`config.mk`:
```
export PLATFORM = sky130hd
export DESIGN_NAME = regfile_nrd
export DESIGN_NICKNAME = d
export VERILOG_FILES = /design/src/rtl/regfile_nrd.sv
export SDC_FILE = /design/constraint.sdc
export NUM_CORES = 1
export LEC_CHECK = 0
export ABC_AREA = 1
export ABC_CLOCK_PERIOD_IN_PS = 5300
export CAP_MARGIN = 20
export CORE_MARGIN = 8
export CORE_UTILIZATION = 50
export CTS_CLUSTER_SIZE = 16
export DETAILED_ROUTE_END_ITERATION = 10
export GPL_TIMING_DRIVEN = 1
export PLACE_DENSITY = 0.78
export SYNTH_ARGS = -nofsm -noshare
export SYNTH_HDL_FRONTEND = slang
export SYNTH_SLANG_ARGS = --single-unit
```
`constraint.sdc`:
```
create_clock -name clk -period 5.3 [get_ports clk]
set_input_delay 1.06 -clock clk [delete_from_list [all_inputs] [get_ports clk]]
set_output_delay 1.06 -clock clk [all_outputs]
set_load 0.005 [all_outputs]
```
`src/rtl/regfile_nrd.sv`:
```
// Multi-port register file: one synchronous write port, NUM_RD combinational muxed read ports,
// per-register valid bits and an optional hardwired-zero r0. Define RF_BYPASS_EN for write-to-read forwarding.
module regfile_nrd #(
    parameter int DATA_W   = 16,
    parameter int NUM_REGS = 16,
    parameter int ADDR_W   = $clog2(NUM_REGS),
    parameter int NUM_RD   = 2,
    parameter int ZERO_REG = 1
) (
    input  logic                     clk,
    input  logic                     rst,
    input  logic                     wen,
    input  logic [ADDR_W-1:0]        waddr,
    input  logic [DATA_W-1:0]        wdata,
    input  logic [NUM_RD-1:0]        ren,
    input  logic [NUM_RD*ADDR_W-1:0] raddr,
    output logic [NUM_RD*DATA_W-1:0] rdata,
    output logic [NUM_RD-1:0]        rvalid,
    output logic [NUM_REGS-1:0]      valid_vec
);

    logic [DATA_W-1:0]   regs [NUM_REGS];
    logic [NUM_REGS-1:0] valid;
    logic                zero_hit;
    logic                wr_ok;
    logic [ADDR_W-1:0]   ra;

    // r0 stays zero and its valid bit stays set simply because writes to it are blocked
    assign zero_hit = (ZERO_REG != 0) && (waddr == '0);
    assign wr_ok    = wen && !rst && !zero_hit;

    always_ff @(posedge clk) begin
        if (rst) begin
            for (int i = 0; i < NUM_REGS; i++) begin
                regs[i] <= '0;
            end
            valid <= {{(NUM_REGS-1){1'b0}}, (ZERO_REG != 0)};
        end else if (wr_ok) begin
            regs[waddr]  <= wdata;
            valid[waddr] <= 1'b1;
        end
    end

    always_comb begin
        rdata  = '0;
        rvalid = '0;
        ra     = '0;
        for (int i = 0; i < NUM_RD; i++) begin
            if (ren[i]) begin
                ra = raddr[i*ADDR_W +: ADDR_W];
                rdata[i*DATA_W +: DATA_W] = regs[ra];
                rvalid[i]                 = valid[ra];
`ifdef RF_BYPASS_EN
                // Forward the in-flight write so the read sees write-before-read ordering
                if (wr_ok && (ra == waddr)) begin
                    rdata[i*DATA_W +: DATA_W] = wdata;
                    rvalid[i]                 = 1'b1;
                end
`endif
            end
        end
    end

    assign valid_vec = valid;

endmodule

```
==> impl_metrics.tcl <==
set metrics [dict create \
    synth-simple-area-share_pct 35.7 \
    synth.largest_area_cell "edfxtp_1" \
    final_util_pct 57.9 \
    power_uw 5380 \
    synthArstFlopShare_pct 0 \
    worstSkewPairLatency_ps 560 \
    pwr-share-seq_pct 46.5 \
    synth_top_family_by_area "simple AND/OR/NAND/NOR gates" \
    timing_worst_setup_path_type "in -> out" \
    synthFlopType "edfxtp_1" \
    n_antenna_cell 0 \
    reg2reg_depth 2 \
    drcViolationCount 0 \
    ys_top_cells_by_area "edfxtp_1, nand3_1, nand2_1" \
    antenna_found_initial 1 \
    maxSlewViolCount 0 \
    synth_enable_flop_cells 256 \
    cp-endpoint "rdata[15]" \
    io_pins 83 \
    vias 15300 \
    outcome "complete, no violations" \
    fin_setup_tns_ps 0 \
    p_sw_uw 1470 \
    row_count 64 \
    port_buffers 82 \
    startpoint "raddr[1]" \
    synthTopCellsByCount "nand2_1, nand3_1, inv_1" \
    rsz0062_at_grt "false" \
    grt_max_degree 137 \
    grt_pass1_wl_um 82000 \
    wire_per_inst_um 21.7 \
    clock.fmax_mhz 218 \
    syn_avg_cell_area_um2 7.54 \
    area_growth_pct 13.4 \
    p_leak_uw 0.00810 \
    reg2reg_from "valid_vec[13]$_SDFFE_PP0N_" \
    die-area_um2 37200 \
    gp_congestion 0.934 \
    synth_cells 2075 \
    cp-end-kind "output pin" \
    register_area_um2 8010 \
    cap_violations 0 \
    synthAdderAreaFrac_pct 0 \
    drtPass1Iterations 10 \
    dp.cells 2456 \
    critPathRequiredTime_ps 4240 \
    final_cells 2516 \
    min_period_ps 4580 \
    clk_transition_reported_paths_ps 60 \
    routed_wl_um 54500 \
    die_y_um 193 \
    cts_htree_levels 1 \
    p_clk_share_pct 38.7 \
    cp-start-kind "input port" \
    synth_xor_area_share_pct 0 \
    r2r_slack_ps 4580 \
    finalSetupViolations 0 \
    worstMarginPinSlew_ps 1190 \
    synth_cell_types 20 \
    post-route-period-util_pct 86.4 \
    synth_seq_area_share_pct 51.2 \
    synth_compound_gate_area_share_pct 1.57 \
    multi_input_area_um2 5890 \
    grt_use_total_pct 28.8 \
    peakVddDrop_mv 0.248 \
    cts_resized 0 \
    syn_area_um2 15600 \
    p_sw_share_pct 27.3 \
    dpl.hpwl_um 31300 \
    clockBufferDepth 3 \
    clockRootBuffer "clkbuf_16" \
    timing.rr.end "valid_vec[13]$_SDFFE_PP0N_" \
    fillers 2651 \
    design.core.area_um2 30700 \
    arrival_ps 3520 \
    ys_ff_latch 272 \
    hold_violations 0 \
    ant_nets 0 \
    p_per_area_nw_per_um2 303 \
    max-slew-margin-rel_pct 20.4 \
    grt-ovfl-total 0 \
    via_per_inst 6.08 \
    numCtsBuffers 30 \
    cts_hold_buffers 0 \
    synth_top_area_share_pct 49.1 \
    synth_most_common_cell "nand2_1" \
    p_int_uw 3910 \
    grt_pass1_vias 14600 \
    min_path_type "reg -> reg" \
    cts_sinks 272 \
    finClkSkew_ps 0 \
    post_cts_buffers 0 \
    ys_warn_count 0 \
    tritoncts "done" \
    crit_path_max_fanout 68 \
    die_x_um 193 \
    p_comb_share_pct 14.9 \
    synthMuxAreaShare_pct 0 \
    drtIter0Drc 2437 \
    start_util_pct 51.0 \
    layout.nets 2130 \
    drive_gt1_share_pct 5.52 \
]
[cells in the final DEF, fill, tap and decap left out, drive strengths merged]
master         instances
a21oi                 49
buf                   43
clkbuf                39
clkdlybuf4s50         77
clkinv                22
conb                  16
dfxtp                 16
edfxtp               256
inv                  298
nand2                575
nand3                482
nor2                 247
[routing by layer]
metal | global-route usage (%) | vias up | share of wire [%]
met2 | 44.8 | 1443 | 44
met1 | 36.5 | 6927 | 35
met5 | 0 | - | 0
met4 | 16.8 | 0 | 5.8
li1 | - | 6639 | -
met3 | 6.43 | 289 | 15
[logic make-up after synthesis]
group           count (synthesis)
simple gates                 1304
buf+inv                       449
other cells                     1
compound gates                 49
flops                         272
[registers in the layout, indices dropped and copies added (netlist names)]
register   count
regs         256
valid_vec     16
[stage by stage]
step	hold WS, ps	setup slack, ps	instance area (um^2)
6_report	488	723	17700
2_1_floorplan	455	2240	15700
3_5_place_dp	469	972	16600
5_1_grt	519	715	17700
3_3_place_gp	476	911	16600
4_1_cts	484	958	17600
[worst min path at each step]
stage                                          from                         to  slack (ps)  cells after the start
after floorplan           valid_vec[0]$_SDFFE_PP1N_  valid_vec[0]$_SDFFE_PP1N_         450                      2
after global placement    valid_vec[0]$_SDFFE_PP1N_  valid_vec[0]$_SDFFE_PP1N_         480                      2
after detailed placement  valid_vec[0]$_SDFFE_PP1N_  valid_vec[0]$_SDFFE_PP1N_         470                      2
after CTS                 valid_vec[0]$_SDFFE_PP1N_  valid_vec[0]$_SDFFE_PP1N_         480                      2
after global routing      valid_vec[0]$_SDFFE_PP1N_  valid_vec[0]$_SDFFE_PP1N_         520                      2
final                     valid_vec[0]$_SDFFE_PP1N_  valid_vec[0]$_SDFFE_PP1N_         490                      2
[critical path, cell delays in order]
cell and delay [ps]:
buf_2 100, buf_4 760, nand3_1 150, nand3_1 130, nand3_1 140, a21oi_1 510, clkdlybuf4s50_1 620
[power groups by stage]
stage	clock network (uW)	registers [uW]	logic [uW]
floorplan	0	2530	479
global placement	0	2540	739
finish	2080	2500	800
global route	2160	2510	856
CTS	2080	2500	762
detailed placement	0	2550	754
[cell type report]
type	count	share of cell area (%)
Multi-Input combinational cell	1369	33.2
Timing Repair Buffer	120	6.90
Clock inverter	16	0.423
Sequential cell	272	45.1
Inverter	304	6.46
Clock buffer	39	5.13
Tap cell	396	2.79
No activity file was read; power rests on OpenSTA's default activity.
